===== src/rtl/debug_mem_dump_reader.sv =====
// -----------------------------------------------------------------------------
// debug_mem_dump_reader
//
// Walks every word of the data memory through the memory stage's debug read
// port and serialises each dirty word onto a byte-wide UART transmit
// interface. Each transmitted word is a 6-byte frame:
//   addr[15:8], addr[7:0], data[31:24], data[23:16], data[15:8], data[7:0]
// where addr is the zero-extended byte address. A single 0xFF byte closes the
// dump. 0xFF can never be an address high byte while CANT_BITS_ADDR <= 15.
//
// Build option:
//   DEBUG_MEM_DUMP_ALL_EN  defined   -> every word is framed, dirty or not.
//                          undefined -> only words with i_bit_sucio=1.
//
// Ports:
//   i_clock                single clock, posedge
//   i_reset                asynchronous active-high reset
//   i_start                one-cycle pulse, starts a dump (ignored while busy)
//   o_control_address_mem  memory address mux select, 1 = debug address
//   o_address_debug_unit   byte address driven to memory (word_index << 2)
//   i_dato_mem             read data, valid one cycle after the address
//   i_bit_sucio            dirty bit of the addressed word, same timing
//   o_tx_data              byte to transmit, stable until i_tx_done
//   o_tx_start             one-cycle transmit request
//   i_tx_done              one-cycle pulse: current byte has been sent
//   o_busy                 high from the accepted start through the done cycle
//   o_done                 one-cycle pulse when the dump completes
// -----------------------------------------------------------------------------
module debug_mem_dump_reader #(
  parameter int CANT_BITS_ADDR      = 12,
  parameter int CANT_BITS_REGISTROS = 32,
  parameter int RAM_DEPTH           = 1024
) (
  input  logic                           i_clock,
  input  logic                           i_reset,
  input  logic                           i_start,
  output logic                           o_control_address_mem,
  output logic [CANT_BITS_ADDR-1:0]      o_address_debug_unit,
  input  logic [CANT_BITS_REGISTROS-1:0] i_dato_mem,
  input  logic                           i_bit_sucio,
  output logic [7:0]                     o_tx_data,
  output logic                           o_tx_start,
  input  logic                           i_tx_done,
  output logic                           o_busy,
  output logic                           o_done
);

  // Enough bits to hold RAM_DEPTH-1; the scan stops there, so no wrap.
  localparam int                IDX_W      = (RAM_DEPTH > 1) ? $clog2(RAM_DEPTH) : 1;
  localparam logic [IDX_W-1:0]  LAST_IDX   = IDX_W'(RAM_DEPTH - 1);
  localparam logic [2:0]        LAST_BYTE  = 3'd5;
  localparam logic [7:0]        END_MARKER = 8'hFF;

  typedef enum logic [3:0] {
    IDLE, SET_ADDR, WAIT_MEM, CAPTURE, SEND, WAIT_TX, NEXT, SEND_END, WAIT_END, DONE
  } state_t;

  state_t                         state, state_next;
  logic [IDX_W-1:0]               index;
  logic [2:0]                     byte_cnt;
  logic [CANT_BITS_REGISTROS-1:0] data_q;
  logic [15:0]                    frame_addr;
  logic                           take_word;

  // Frame address is the byte address zero-extended to 16 bits.
  assign frame_addr = 16'(o_address_debug_unit);

`ifdef DEBUG_MEM_DUMP_ALL_EN
  // Every word is framed; the dirty bit is irrelevant in this build.
  assign take_word = 1'b1 | i_bit_sucio;
`else
  assign take_word = i_bit_sucio;
`endif

  function automatic logic [7:0] frame_byte(input logic [2:0]  sel,
                                            input logic [15:0] addr,
                                            input logic [31:0] data);
    case (sel)
      3'd0:    frame_byte = addr[15:8];
      3'd1:    frame_byte = addr[7:0];
      3'd2:    frame_byte = data[31:24];
      3'd3:    frame_byte = data[23:16];
      3'd4:    frame_byte = data[15:8];
      default: frame_byte = data[7:0];
    endcase
  endfunction

  // NOTE: sequential state uses non-blocking (<=) so every register samples
  // the pre-edge values; blocking here would create order-dependent races.
  always_ff @(posedge i_clock or posedge i_reset) begin
    if (i_reset) state <= IDLE;
    else         state <= state_next;
  end

  // NOTE: the default assignment first guarantees state_next is written on
  // every path, so no latch is inferred for the cases that simply hold.
  always_comb begin
    state_next = state;
    case (state)
      IDLE:     if (i_start) state_next = SET_ADDR;
      SET_ADDR: state_next = WAIT_MEM;
      WAIT_MEM: state_next = CAPTURE;
      CAPTURE:  state_next = take_word ? SEND : NEXT;
      SEND:     state_next = WAIT_TX;
      // i_tx_done is only looked at here and in WAIT_END, so a done pulse
      // coinciding with o_tx_start (state SEND) is never accepted.
      WAIT_TX:  if (i_tx_done) state_next = (byte_cnt == LAST_BYTE) ? NEXT : SEND;
      NEXT:     state_next = (index == LAST_IDX) ? SEND_END : SET_ADDR;
      SEND_END: state_next = WAIT_END;
      WAIT_END: if (i_tx_done) state_next = DONE;
      DONE:     state_next = IDLE;
      default:  state_next = IDLE;
    endcase
  end

  // Outputs are registered from state_next so they line up with the state
  // they belong to and all drop to zero together on an asynchronous reset.
  // NOTE: every register here is a control/datapath flop, so each one gets
  // an explicit reset value; there is no storage array to leave unreset.
  always_ff @(posedge i_clock or posedge i_reset) begin
    if (i_reset) begin
      o_control_address_mem <= 1'b0;
      o_address_debug_unit  <= '0;
      o_tx_data             <= '0;
      o_tx_start            <= 1'b0;
      o_busy                <= 1'b0;
      o_done                <= 1'b0;
      index                 <= '0;
      byte_cnt              <= '0;
      data_q                <= '0;
    end else begin
      o_tx_start            <= (state_next == SEND) || (state_next == SEND_END);
      o_done                <= (state_next == DONE);
      o_busy                <= (state_next != IDLE);
      o_control_address_mem <= (state_next != IDLE);

      case (state)
        IDLE:
          if (i_start) index <= '0;
        SET_ADDR:
          o_address_debug_unit <= CANT_BITS_ADDR'({index, 2'b00});
        CAPTURE:
          if (take_word) begin
            data_q    <= i_dato_mem;
            byte_cnt  <= '0;
            o_tx_data <= frame_byte(3'd0, frame_addr, i_dato_mem);
          end
        WAIT_TX:
          // Next byte is loaded only once the current one is acknowledged,
          // which keeps o_tx_data stable for the whole transmission.
          if (i_tx_done && (byte_cnt != LAST_BYTE)) begin
            byte_cnt  <= byte_cnt + 3'd1;
            o_tx_data <= frame_byte(byte_cnt + 3'd1, frame_addr, data_q);
          end
        NEXT:
          if (index != LAST_IDX) index <= index + 1'b1;
          else                   o_tx_data <= END_MARKER;
        default: ;
      endcase
    end
  end

endmodule


===== config.mk =====
export PLATFORM = sky130hd
export DESIGN_NAME = debug_mem_dump_reader
export DESIGN_NICKNAME = d
export VERILOG_FILES = /design/src/rtl/debug_mem_dump_reader.sv
export SDC_FILE = /design/constraint.sdc
export NUM_CORES = 1
export LEC_CHECK = 0
export CAP_MARGIN = 25
export CORE_ASPECT_RATIO = 1.4
export CORE_UTILIZATION = 30
export CTS_BUF_LIST = sky130_fd_sc_hd__clkbuf_16
export DETAILED_ROUTE_END_ITERATION = 10
export PLACE_DENSITY = 0.59
export SYNTH_ARGS = -nofsm -noshare
export SYNTH_HDL_FRONTEND = slang
export SYNTH_SLANG_ARGS = --single-unit
export TNS_END_PERCENT = 5

===== constraint.sdc =====
create_clock -name i_clock -period 1.9 [get_ports i_clock]
set_input_delay 0.19 -clock i_clock [delete_from_list [all_inputs] [get_ports i_clock]]
set_output_delay 0.19 -clock i_clock [all_outputs]
set_load 0.05 [all_outputs]

After elaboration in Yosys (flattened, before gate mapping)
Cells that the tools add are included.
{"block": "totals", "regBits": 70, "input_bits": 37, "output_inout_bits": 24, "wordCells": 65}
{"block": "op_classes", "addsub": 2, "n_eq_ne": 24, "mux": 18, "reduce_logical": 12}
{"cell": "case mux 8 bit (5 select lines)", "n": 1}
{"cell": "case mux 4 bit (9 select lines)", "n": 1}
{"cell": "== test 4 x 3 -> 1 bit (second input constant)", "n": 6}
{"cell": "2-to-1 mux 8 bit", "n": 3}
{"cell": "case mux 8 bit (3 select lines)", "n": 1}
{"cell": "2-to-1 mux 10 bit", "n": 2}
{"cell": "case mux 10 bit (2 select lines)", "n": 1}
{"cell": "2-to-1 mux 4 bit", "n": 3}
{"cell": "adder 10 x 1 -> 10 bit (second input constant)", "n": 1}
{"cell": "== test 10 bit (second input constant)", "n": 1}
{"cell": "inequality test 10 bit (second input constant)", "n": 1}
{"cell": "inequality test 2 bit (second input constant)", "n": 5}
{"cell": "2-to-1 mux 3 bit", "n": 3}
{"cell": "== test 4 x 2 -> 1 bit (second input constant)", "n": 2}
{"cell": "== test 4 bit (second input constant)", "n": 2}
{"cell": "== test 3 x 2 -> 1 bit (second input constant)", "n": 2}
{"cell": "== test 3 bit (second input constant)", "n": 2}
{"cell": "case mux 3 bit (2 select lines)", "n": 1}
{"cell": "AND reduction 3 bit", "n": 2}
{"cell": "== test 4 x 1 -> 1 bit (second input constant)", "n": 1}
{"cell": "logical NOT 4 bit", "n": 1}
{"cell": "2-to-1 mux 2 bit", "n": 2}
{"cell": "AND reduction 4 bit", "n": 1}
{"cell": "nonzero test 2 bit", "n": 2}
{"cell": "other kinds (9)", "n": 9}

Depth between registers and ports, before layout
Gate-level depths: netlist (run 1).
{"block": "depth", "depth_word": 6, "depth_mapped": 7, "depth_no_buf": 6}

Worst setup path before layout (run 1)
OpenSTA, ideal clock, no wires.
{"block": "synth_path", "kind": "register to register", "from": "register byte_cnt[0]", "to": "register o_tx_data[0]", "setup_ns": 0.128, "t_arrival_ns": 1.714, "required_time_ns": 1.772, "path_slack_ns": 0.059, "path_stages_with_launch": 6, "path_buffers": 0, "synth_period_minus_slack_ns": 1.841, "cell_sequence": "dfrtp_1 -> ha_1 -> xnor2_1 -> mux2_2 -> a221oi_1 -> o2bb2ai_1"}
{"block": "synth_between", "elab_chain_cells": 5, "elab_cells_between_ends": 13, "cone_classes": "1 x add/sub; 6 x eq/ne; 3 x mux; 3 x reduce/logical"}
{"element": "from (decl)", "line": "60", "text": "logic [2:0] byte_cnt;"}
{"element": "from (signal assigned)", "line": "152", "text": "byte_cnt <= byte_cnt + 3'd1;"}
{"element": "adder 3 x 1 -> 3 bit", "line": "153", "text": "o_tx_data <= frame_byte(byte_cnt + 3'd1, frame_addr, data_q);"}
{"element": "== test 3 bit, or another cell as far along", "line": "78", "text": "case (sel)"}
{"element": "case mux 8 bit (5 select lines)", "line": "78"}
{"element": "2-to-1 mux 8 bit", "line": "151", "text": "if (i_tx_done && (byte_cnt != LAST_BYTE)) begin"}
{"element": "case mux 8 bit (3 select lines)", "line": "137", "text": "case (state)"}
{"element": "to (signal assigned)", "line": "146", "text": "o_tx_data <= frame_byte(3'd0, frame_addr, i_dato_mem);"}
{"element": "to (signal assigned)", "line": "153"}
{"element": "to (decl)", "line": "41", "text": "output logic [7:0] o_tx_data,"}
Several ways; a longest one is shown, not always the timed one. The select of a mux whose other input is x is not followed.
A chain may end at the register's enable or synchronous reset.

Final worst setup path (run 1)
Same ends and word-level chain as after synthesis.

==> results of run 1 <==
synthesized netlist by cell type (all sizes together), types with 2 or more instances:
cell type,count,area share
inv,7,0.0076
or3,2,0.0036
nor2,14,0.015
and3,7,0.013
o32a,2,0.0058
a222oi,4,0.012
mux2,12,0.039
buf,13,0.024
a2111oi,5,0.013
o2bb2ai,3,0.0076
a21oi,16,0.023
ha,6,0.022
o21ai,14,0.020
o32ai,3,0.0076
a311oi,2,0.0069
or2,2,0.0036
a211oi,5,0.011
and4bb,2,0.0073
o211ai,3,0.0066
o31ai,5,0.012
nor3b,2,0.0044
dfrtp,70,0.51
nor3,3,0.0044
nand2,105,0.11
a221oi,2,0.0051
or4,5,0.011
xor2,2,0.0051
a22oi,6,0.013
nand3,8,0.012
clkbuf,11,0.012
nand4,3,0.0073
state kept, by name, summed over array words and instances, names as in the netlist:
signal and count:
byte_cnt 3, o_tx_start 1, state 4, o_tx_data 8
o_address_debug_unit 10, o_done 1, index 10, o_busy 1
data_q 32
cells by family (layout without fill, tap and decap cells):
logic type	after synthesis	in the layout	synth area share
flip-flops	70	70	0.510
AO/OA/AOI/OAI	78	78	0.165
XOR/XNOR	3	3	0.00765
multiplexers	13	13	0.0422
buffers and inverters	31	112	0.0437
AND/OR/NAND/NOR	158	158	0.209
adder cells (fa/ha/maj)	6	6	0.0218
other	1	2	0.00109
placed cells by master, fill, tap and decap left out, types with 3 or more instances in the layout:
cell,netlist,layout
o21ai_0,14,14
o31ai_1,4,4
o2bb2ai_1,3,3
dfrtp_1,70,70
a222oi_1,4,4
buf_4,4,31
or4_1,5,5
nand3_1,8,8
nor3_1,3,3
ha_1,6,3
ha_2,0,3
a211oi_1,5,5
and3_1,7,7
o32ai_1,3,3
o211ai_1,3,3
a21oi_1,16,16
nor2_1,14,13
mux2_2,12,12
clkbuf_16,0,9
inv_1,7,8
a22oi_1,6,6
nand2_1,105,105
clkdlybuf4s50_1,0,57
critical path, delay by kind of cell, from the launching register on:
| family | cells | cell delay [ns] |
|---|---|---|
| adder cells (fa/ha/maj) | 1 | 0.29 |
| buffers and inverters | 1 | 0.15 |
| flip-flops | 1 | 0.41 |
| XOR/XNOR | 1 | 0.20 |
| multiplexers | 1 | 0.33 |
| AO/OA/AOI/OAI | 2 | 0.41 |
per-layer routing:
metal / up-vias / share of wire
met5: - / 0
met4: 0 / 0.033
met3: 17 / 0.035
met2: 75 / 0.51
met1: 1410 / 0.42
li1: 1434 / -
metrics by stage:
| stage | hold slack, ns | worst slack (ns) | instance area, um2 |
|---|---|---|---|
| final | 0.317 | -0.0129 | 4680 |
| after global routing | 0.367 | -0.0787 | 4680 |
| after CTS | 0.340 | -0.0139 | 4640 |
| after detailed placement | 0.467 | -0.0983 | 4350 |
| after global placement | 0.461 | -0.0575 | 4350 |
| after floorplan | 0.295 | 0.0586 | 3440 |
cell type report:
class	count	area (um2)	area share
inverter	7	30.0	0.00642
multi-input combinational	260	1590	0.340
sequential	70	1750	0.375
timing repair buffer	91	856	0.183
tap	141	176	0.0377
clock buffer	9	225	0.0482
clock inverter	5	45.0	0.00963
how the worst min path moves through the flow:
stage,to,slack (ns),cells after the start
finish,data_q[11]$_DFFE_PP0P_,0.32,3
floorplan,data_q[0]$_DFFE_PP0P_,0.30,2
detailed placement,data_q[13]$_DFFE_PP0P_,0.47,2
global placement,data_q[14]$_DFFE_PP0P_,0.46,2
global route,data_q[6]$_DFFE_PP0P_,0.37,3
CTS,o_address_debug_unit[10]$_DFFE_PP0P_,0.34,3
power breakdown:
group          internal (uW)  switching [uW]  total (uW)  leakage (uW)
clock network            981             565        1550      0.000139
logic                   1430            2000        3430       0.00108
registers               2080             500        2580      0.000907
repair_timing:
action / 4_1_cts / 5_1_grt
setup buffers: 0 / 0
gates cloned: 0 / 0
gates resized for setup: 4 / 11
pin swaps: 1 / 3
setup endpoints to repair: 8 / 16
==> flow_metrics.py, run 1 <==
metrics = {
    "clocking": {
        "insertion_delay_ns": 0.33,
        "htree_levels": 3,
        "cts_hold_buf": 0,
        "cts_tree": "yes",
        "cts.clk_slew.worst_paths_ns": 0.05,
        "clockBufferDepth": 2,
        "cts_root_buf": "clkbuf_16",
        "numCtsBuffers": 9,
        "clock-sinks": 70,
    },
    "outcome": {
        "outcome": "finished with violations",
        "failed_checks": "negative setup slack",
    },
    "global_routing": {
        "use_met3": 0.0278,
        "grt-ovfl-total": 0,
        "grt_start_max_net_pins": 71,
        "met2_usage": 0.276,
        "antenna_found_initial": 0,
        "top_usage_layer": "met2",
        "track_usage": 0.158,
        "grt_use_met1": 0.189,
        "grt_pass1_vias": 2919,
        "grt_pass1_wl_um": 14400,
    },
    "worst_setup_path": {
        "timing.rr.end": "o_tx_data[0]$_DFFE_PP0P_",
        "reg2reg_depth": 6,
        "rr_startpoint": "byte_cnt[0]$_DFFE_PP0P_",
        "crit_type": "reg2reg",
        "critical_path.slowest_cell": "dfrtp_1",
        "critPathCapture": "o_tx_data[0]$_DFFE_PP0P_",
        "cp_slowest_stage_delay_ns": 0.41,
        "r2r_setup_slack_ns": -0.01,
        "critical_path_peak_fanout": 4,
        "cp.arrival_ns": 2.12,
        "crit_path_end_kind": "flip-flop",
        "crit_chain": "ha_1 > xnor2_2 > buf_4 > mux2_2 > a221oi_1 > o2bb2ai_1",
        "required_ns": 2.10,
        "crit_path_start": "byte_cnt[0]$_DFFE_PP0P_",
        "start_kind": "flip-flop",
    },
    "die": {
        "die_x_um": 92.5,
        "die-area_um2": 11900,
        "dieHeight_um": 129,
        "core_area_um2": 11000,
        "start_util": 0.313,
        "num_rows": 45,
        "io_pins": 61,
    },
    "placed_design": {
        "dp_cells": 569,
        "port_buffers": 58,
        "gp_congestion": 0.846,
        "dp_hpwl_um": 6640,
    },
    "logic_synthesis": {
        "yosysWarnings": 0,
        "synthCells": 360,
        "synthFlopType": "dfrtp_1",
        "synth_edf_count": 0,
        "syn-cell-area_um2": 3440,
        "async_reset_ff_frac": 1.00,
        "ys_seq_area_frac": 0.510,
        "postSynthAreaPerCell_um2": 9.55,
        "ys_ff_latch": 70,
        "synth_cell_types": 54,
    },
    "finish": {
        "fillers": 1090,
        "fin_cells": 583,
        "drive_gt1_frac": 0.165,
        "utilization": 0.426,
        "nets": 482,
        "area_growth_pct": 36.0,
        "num_antenna_cells": 0,
    },
    "sta": {
        "slew_violations": 0,
        "slew_headroom": 0.656,
        "fmax_ghz": 0.523,
        "fin_crit_ns": 1.91,
        "setup_ws_ns": -0.0129,
        "setup_violations": 1,
        "fin_skew_ns": 0.00830,
        "worst_pin_slew_ns": 0.517,
        "grt_setup_unrepaired": "true",
        "timing_hold_violations_final": 0,
        "setup_tns_ns": -0.0129,
        "fin_crit_sh": 1.01,
    },
    "routing": {
        "vias": 2936,
        "wl_um": 8880,
        "drtIter0Drc": 197,
        "first_pass_iters": 4,
        "postRouteAntennaNets": 0,
        "post_drt_via_cell_ratio": 5.04,
        "wl_per_cell_um": 15.2,
        "drc": 0,
    },
    "power": {
        "power.density_nw_per_um2": 1620,
        "ir_worst_vdd_v": 0.000583,
        "power_leakage_uw": 0.00213,
        "total_power_uw": 7560,
    },
    "job": {
        "maxCapViolCount": 0,
    },
    "min_path": {
        "min_path_type": "in2async",
    },
}
Power figures use the tool's default switching activity.
==> run 2, diff against run 1 <==
- RECOVER_POWER: default -> 100
==> flow_metrics.py, run 2 (synthesis results as in run 1) <==
metrics = {
    "outcome": {
        "outcome": "finished with violations",
        "failed_checks": "negative setup slack",
    },
    "global_routing": {
        "grt-ovfl-total": 0,
        "grt_pass1_vias": 2919,
        "grt_pass1_wl_um": 14400,
        "grt_start_max_net_pins": 71,
        "track_usage": 0.158,
        "antenna_found_initial": 0,
    },
    "finish": {
        "reg_top3": "data_q (32), index (10), o_address_debug_unit (10)",
        "fin_cells": 583,
        "layout_common_cells": "nand2_1, dfrtp_1, clkdlybuf4s50_1",
        "largest_reg_flops": 32,
        "num_antenna_cells": 0,
        "area_growth_pct": 34.4,
        "drive_gt1_frac": 0.156,
        "regMostFlops": "data_q",
        "utilization": 0.421,
        "nets": 482,
        "layout_commonest_cell": "nand2_1",
    },
    "worst_setup_path": {
        "critPathBufInv": 1,
        "crit_path_end_kind": "flip-flop",
        "start_kind": "flip-flop",
        "critical_path.slowest_cell": "dfrtp_1",
        "rr_startpoint": "byte_cnt[0]$_DFFE_PP0P_",
        "cp_slowest_stage_delay_ns": 0.41,
        "cp.arrival_ns": 2.12,
        "r2r_setup_slack_ns": -0.02,
        "reg2reg_depth": 6,
        "required_ns": 2.10,
        "critical_path_peak_fanout": 4,
        "timing.rr.end": "o_tx_data[0]$_DFFE_PP0P_",
        "crit_chain": "ha_1 > xnor2_2 > buf_4 > mux2_2 > a221oi_1 > o2bb2ai_1",
        "crit_type": "reg2reg",
        "crit_family": "flip-flops",
    },
    "sta": {
        "setup_tns_ns": -0.0220,
        "setup_ws_ns": -0.0220,
        "grt_setup_unrepaired": "true",
        "fmax_ghz": 0.520,
        "worst_pin_slew_ns": 0.946,
        "timing_hold_violations_final": 0,
        "fin_crit_ns": 1.92,
        "slew_headroom": 0.369,
        "fin_hold_ws_ns": 0.389,
        "fin_skew_ns": 0.00895,
        "setup_violations": 1,
        "fin_crit_sh": 1.01,
        "slew_violations": 0,
    },
    "min_path": {
        "hold_start": "i_dato_mem[20]",
        "hold_path_depth": 3,
        "hold_path_end": "data_q[20]$_DFFE_PP0P_",
        "min_path_type": "in2reg",
    },
    "routing": {
        "post_drt_via_cell_ratio": 5.05,
        "vias": 2946,
        "first_pass_iters": 5,
        "postRouteAntennaNets": 0,
        "wl_per_cell_um": 15.2,
        "drtIter0Drc": 168,
        "wl_um": 8880,
        "drc": 0,
    },
    "clocking": {
        "cts_root_buf": "clkbuf_16",
        "cts_hold_buf": 0,
        "htree_levels": 3,
        "cts_tree": "yes",
        "cts_setup_buffers": 0,
        "clockBufferDepth": 2,
        "cts.clk_slew.worst_paths_ns": 0.05,
        "clock-sinks": 70,
        "insertion_delay_ns": 0.33,
        "numCtsBuffers": 9,
    },
    "placed_design": {
        "dp_cells": 569,
        "gp_congestion": 0.846,
        "dp_hpwl_um": 6640,
        "port_buffers": 58,
    },
    "die": {
        "die_x_um": 92.5,
        "num_rows": 45,
        "start_util": 0.313,
        "core_area_um2": 11000,
        "io_pins": 61,
        "die-area_um2": 11900,
        "dieHeight_um": 129,
    },
    "power": {
        "total_power_uw": 7430,
        "ir_worst_vdd_v": 0.000583,
        "power.density_nw_per_um2": 1610,
        "power_leakage_uw": 0.00213,
    },
    "job": {
        "maxCapViolCount": 0,
    },
}
-- run 2: how the worst max path moves through the flow --
| stage | start | endpoint | slack (ns) | depth (start not counted) |
|---|---|---|---|---|
| global route | byte_cnt[1]$_DFFE_PP0P_ | o_tx_data[3]$_DFFE_PP0P_ | -0.08 | 7 |
| floorplan | byte_cnt[0]$_DFFE_PP0P_ | o_tx_data[0]$_DFFE_PP0P_ | 0.06 | 5 |
| global placement | byte_cnt[0]$_DFFE_PP0P_ | o_tx_data[0]$_DFFE_PP0P_ | -0.06 | 6 |
| detailed placement | byte_cnt[1]$_DFFE_PP0P_ | o_tx_data[6]$_DFFE_PP0P_ | -0.1 | 6 |
| finish | byte_cnt[0]$_DFFE_PP0P_ | o_tx_data[0]$_DFFE_PP0P_ | -0.02 | 6 |
| CTS | byte_cnt[0]$_DFFE_PP0P_ | o_tx_data[0]$_DFFE_PP0P_ | -0.01 | 6 |
-- run 2: report_power, final --
part	switching, uW	internal, uW
clock network	562	981
registers	492	2080
logic	1990	1320
-- run 2: repair_timing --
action / 4_1_cts / 5_1_grt
endpoints found under the setup margin: 8 / 16
gates resized for setup: 4 / 11
pin swaps: 1 / 3
cloned: 0 / 0
-- run 2: cell type report --
cell class | instances | area, um2
clock inverters | 5 | 45.0
fillers | 1100 | 6360
well taps | 141 | 176
clock buffers | 9 | 225
inverters | 7 | 30.0
repair buffers | 91 | 810
flip-flops and latches | 70 | 1750
multi-input cells | 260 | 1580
-- run 2: metal layers --
metal | track usage | up-vias | routed length [um]
li1 | - | 1435 | -
met1 | 0.189 | 1419 | 3730
met2 | 0.276 | 77 | 4590
met3 | 0.0278 | 15 | 331
met4 | 0.0708 | 0 | 230
met5 | 0 | - | 0
-- run 2: through the flow --
stage	setup WS, ns	cell area, um2
after floorplan	0.0586	3440
after global placement	-0.0575	4350
after detailed placement	-0.0983	4350
after CTS	-0.0139	4640
after global routing	-0.0787	4620
final	-0.0220	4620
-- run 2: worst reg2reg max path, delay by kind of cell, from the launching register on --
kind                     cells  cell delay (ns)
AO/OA/AOI/OAI                2             0.41
flip-flops                   1             0.41
adder cells (fa/ha/maj)      1             0.29
XOR/XNOR                     1             0.20
multiplexers                 1             0.33
buffers and inverters        1             0.15
==> RTL change 1: new RTL, flow settings as in run 2 <==
Change the parameter `CANT_BITS_ADDR` from 12 to 11.
--- a/src/rtl/debug_mem_dump_reader.sv
+++ b/src/rtl/debug_mem_dump_reader.sv
@@ -27,7 +27,7 @@
 //   o_done                 one-cycle pulse when the dump completes
 // -----------------------------------------------------------------------------
 module debug_mem_dump_reader #(
-  parameter int CANT_BITS_ADDR      = 12,
+  parameter int CANT_BITS_ADDR      = 11,
   parameter int CANT_BITS_REGISTROS = 32,
   parameter int RAM_DEPTH           = 1024
 ) (
Interface: changed (resized o_address_debug_unit); port bits go from 61 to 60. The function was not compared with the original's and may differ.
==> RTL change 1 against run 2 <==
- the run still ends with negative setup slack left
- global-route usage rose by 0.23 points
- cell count shrank 11%
- total power grew 8.9%
- synthesized cell count shrank 22%
- utilization up 1.6 points
- setup slack got worse by 0.031 ns
- routed wire length is 1.9% lower
- cell area up 3.3%
- sequential cell count fell by 1
- synthesized area is 1.1% lower
- clock skew decreased by 0.0037 ns
- fmax shrank 1.6%
- largest power group unchanged
==> RTL change 1: results (changes against run 2) <==
status finished, violations left; failing checks negative setup slack; Antenna Cells 0 (unchanged); post-synthesis sequential area ratio 0.508 (-0.00155); slowest CP cell or4_1; Synth area leaders dfrtp_1, mux2_1, mux2_2, ha_1, a222oi_1; Initial DRC Count 165 (-1.8%); Syn. warnings 0 (unchanged); reg-to-reg startpoint byte_cnt[0]; Worst VDD drop 0.644 mV (+10%); via count 2646 (-10%); HP Class input pin to flop; IO Port Bufs 57 (-1.7%); final worst setup slack -0.0531 ns (-0.0312 ns); Fill cells 1033 (-6.1%); initial antenna violation count 0 (unchanged); Placer Congestion 0.861 (+1.8%); Min-Delay Endpoint data_q[12]; async set or reset register ratio after synthesis 1.00 (unchanged); first-pass GRT wire length 14200 um (-1.6%); CTS root buf clkbuf_16; worst hold start i_dato_mem[12]; total iterations of the first detailed-routing run 5 (unchanged); vias in the first global route 2796 (-4.2%); Worst Max-Slew Pin Slew 0.945 ns (-0.00112 ns); layout cells sized above 1 0.231 (+0.0753); routed len/inst 16.9 um (+11%); Hold Path Depth 2 (-1); skew final 0.00522 ns (-0.00373 ns); Leak Pwr 2.06 nW (-3.3%); CP peak stage delay 0.51 ns (+0.10 ns); final net count 416 (-14%); Worst R2R End o_tx_data[2]; dpl ws -0.165 ns (-0.0662 ns); largest net degree at the start of global routing 70 (-1.4%); setup violators final 7 (+6); post-synth cell types 59 (+9.3%); Commonest cells post-synth dfrtp_1, mux2_1, nand2_1, mux2_2, inv_1; Yosys top cell by area dfrtp_1; TritonCTS Buffers 9 (unchanged); worst-path maximum fanout 5 (+1); Worst-path clk slew around 0.060 ns; cell family with most CP delay simple AND/OR/NAND/NOR gates; later-pin clock latency in the skew report 0.33 ns (about the same); Largest regs data_q x32, index x10, o_address_debug_unit x9; DP Wirelength 6340 um (-4.5%); htree depth 3 (unchanged); Critical Path AT 2.17 ns (+0.05 ns); crit path kind flop to flop; Total GRT Usage 0.160 (+0.00231)
[RTL change 1: cell count changes after synthesis, moves of 8 or more]
cell and change:
mux2_1 +27, nand2_1 -89, nor2_1 -8, clkbuf_1 -8
a21oi_1 -10
[RTL change 1: layer usage]
layer / routed length (um) / GRT usage
met5: 0 / 0
met2: 4770 / 0.291
met4: 226 / 0.0800
met1: 3490 / 0.173
met3: 228 / 0.0362
[RTL change 1: timing repair]
item,4_1_cts,5_1_grt
pin swaps,16,6
buffers inserted,6,0
endpoints found under the setup margin,8,11
resized for setup,33,3
endpoints found under the hold margin,0,0
[RTL change 1: worst max path at each step]
stage	depth (start not counted)	end	slack [ns]
after floorplan	7	o_tx_data[2]	-0.02
after global placement	6	o_tx_data[2]	-0.09
after detailed placement	6	o_tx_data[2]	-0.16
after CTS	6	o_tx_data[2]	-0.05
after global routing	7	o_tx_data[1]	-0.12
final	6	o_tx_data[2]	-0.05
[RTL change 1: cell families after synthesis]
kind of cell | after synthesis | share of synthesized area
DFF | 69 | 0.508
and+or+nand+nor | 66 | 0.123
AOI/OAI and AO/OA | 61 | 0.143
muxes | 45 | 0.148
buffers and inverters | 28 | 0.0412
adders and majority gates | 7 | 0.0258
xor gates and xnor gates | 4 | 0.0103
other | 1 | 0.00110
[RTL change 1: power breakdown]
part           internal (mW)  switching [mW]  leakage, nW
sequential              2.09           0.530        0.871
combinational           1.79            1.95         1.04
clock                   1.13           0.605        0.152
total                   5.00            3.09         2.06
[RTL change 1: cell type report]
class,count,area share
timing repair buffer,95,0.179
multi-input combinational,185,0.346
clock buffer,9,0.0472
tap,141,0.0370
clock inverter,6,0.0165
inverter,12,0.0118
sequential,69,0.363
[RTL change 1: metrics by stage]
stage,total power [mW],cells,area [um^2],hold slack [ns],setup TNS (ns)
4_1_cts,8.23,517,4800,0.325,-0.138
3_3_place_gp,6.08,496,4330,0.481,-0.292
3_5_place_dp,6.14,496,4330,0.484,-0.828
5_1_grt,8.58,517,4770,0.438,-1.62
6_report,8.09,517,4770,0.443,-0.151
2_1_floorplan,4.82,282,3410,0.322,-0.0187
==> RTL change 2: new RTL, flow settings as in run 2 <==
Without the edit above. Put one more register stage on the output `o_address_debug_unit`, without a reset. The value now appears one clock later. The other outputs are not delayed to match.
--- a/src/rtl/debug_mem_dump_reader.sv
+++ b/src/rtl/debug_mem_dump_reader.sv
@@ -55,6 +55,8 @@
     IDLE, SET_ADDR, WAIT_MEM, CAPTURE, SEND, WAIT_TX, NEXT, SEND_END, WAIT_END, DONE
   } state_t;
 
+  logic [CANT_BITS_ADDR-1:0] o_address_debug_unit_s0;
+
   state_t                         state, state_next;
   logic [IDX_W-1:0]               index;
   logic [2:0]                     byte_cnt;
@@ -63,7 +65,7 @@
   logic                           take_word;
 
   // Frame address is the byte address zero-extended to 16 bits.
-  assign frame_addr = 16'(o_address_debug_unit);
+  assign frame_addr = 16'(o_address_debug_unit_s0);
 
 `ifdef DEBUG_MEM_DUMP_ALL_EN
   // Every word is framed; the dirty bit is irrelevant in this build.
@@ -120,7 +122,7 @@
   always_ff @(posedge i_clock or posedge i_reset) begin
     if (i_reset) begin
       o_control_address_mem <= 1'b0;
-      o_address_debug_unit  <= '0;
+      o_address_debug_unit_s0 <= '0;
       o_tx_data             <= '0;
       o_tx_start            <= 1'b0;
       o_busy                <= 1'b0;
@@ -138,7 +140,7 @@
         IDLE:
           if (i_start) index <= '0;
         SET_ADDR:
-          o_address_debug_unit <= CANT_BITS_ADDR'({index, 2'b00});
+          o_address_debug_unit_s0 <= CANT_BITS_ADDR'({index, 2'b00});
         CAPTURE:
           if (take_word) begin
             data_q    <= i_dato_mem;
@@ -160,5 +162,9 @@
     end
   end
 
+  always_ff @(posedge i_clock) begin
+    o_address_debug_unit <= o_address_debug_unit_s0;
+  end
+
 endmodule
 
Function: changed (Yosys sat finds a counterexample within 10 cycles, from zero or initial values and one cycle with i_reset high).
==> RTL change 2 against run 2 <==
- setup slack gained 0.030 ns
- utilization up 0.78 points
- clock skew up 0.00064 ns
- routed wire length grew 8.2%
- total power increased by 14%
- global-route usage rose by 0.37 points
- combinational power rose by 10%
- via count up 3.3%
- cell area is 9.6% higher
- synthesized area grew 5.8%
- largest cell class unchanged
- fmax up 1.6%
- sequential cell count grew 10
==> RTL change 2: results (changes against run 2) <==
status finished clean; grt met2 use 0.269 (-0.00637); met1 WL 4150 um (+11%); FF-to-FF path depth 7 (+1); Placer Congestion 0.873 (+3.2%); WHS 0.371 ns (-0.0180 ns); met1 usage 0.198 (+0.00862); layout cells sized above 1 0.214 (+0.0579); post-synth cell types 55 (+1.9%); vias in the first global route 3043 (+4.2%); async set or reset register ratio after synthesis 0.875 (-0.125); Initial DRC Count 146 (-13%); routed length on met3 377 um (+14%); dpl ws -0.195 ns (-0.0972 ns); placed cell count 587 (+3.2%); Synth area leaders dfrtp_1, nand2_1, dfxtp_1, mux2_2, a21oi_1; Placed Area 4590 um^2 (+5.4%); Min-Delay Endpoint data_q[26]; cell family with most CP delay compound AO/OA/AOI/OAI gates; post-synthesis sequential area ratio 0.537 (+0.0270); Total GRT Usage 0.162 (+0.00373); r2r setup slk 0.008 ns (+0.03 ns); Critical Path AT 2.15 ns (+0.03 ns); skew final 0.00959 ns (+0.000637 ns); first-pass GRT wire length 15300 um (+6.2%); fin util 0.428 (+0.00776); worst hold start i_dato_mem[26]; Max-slew headroom 0.369 (about the same); Fill cells 1173 (+6.6%); final net count 496 (+2.9%); Worst Setup Start Kind flop; mean post-synth cell area 9.83 um^2 (+3.0%); Tcrit/Tclk final 0.996 (-0.0155); slowest CP cell dfrtp_2; CP endpoint o_tx_data[2]; Routed WL 9620 um (+8.2%); met3 usage 0.0415 (+0.0137); DP Wirelength 6850 um (+3.3%); ys flop type dfrtp_1; Leak Pwr 2.28 nW (+6.7%); total iterations of the first detailed-routing run 4 (-1); Worst-path clk slew 0.07 ns (+0.02 ns); DR vias/cell 5.03 (-0.46%); worst-path maximum fanout 5 (+1); Psw 3.42 mW (+12%); Worst VDD drop 0.841 mV (+44%); fin cells 605 (+3.8%)
[RTL change 2: cell type report]
class,instances,area share
Tap cell,147,0.0363
Inverter,7,0.00593
Timing Repair Buffer,95,0.174
Multi-Input combinational cell,260,0.333
Sequential cell,80,0.386
Clock buffer,9,0.0445
Clock inverter,7,0.0203
[RTL change 2: cells by family (layout without fill, tap and decap cells)]
group / Yosys count / after routing / synth area share
buf+inv: 31 / 118 / 0.0413
other cells: 1 / 2 / 0.00103
flops: 80 / 80 / 0.537
compound gates: 78 / 78 / 0.156
fa+ha+maj: 6 / 6 / 0.0206
mux: 13 / 13 / 0.0399
simple gates: 158 / 158 / 0.197
xor+xnor: 3 / 3 / 0.00723
[RTL change 2: power groups by stage]
stage | Sequential [mW] | Combinational [mW] | Clock (mW)
after CTS | 2.89 | 3.49 | 1.95
after global placement | 2.90 | 3.34 | 0
final | 2.90 | 3.65 | 1.89
after global routing | 2.98 | 3.95 | 2.00
after floorplan | 3.28 | 1.65 | 0
after detailed placement | 2.90 | 3.39 | 0
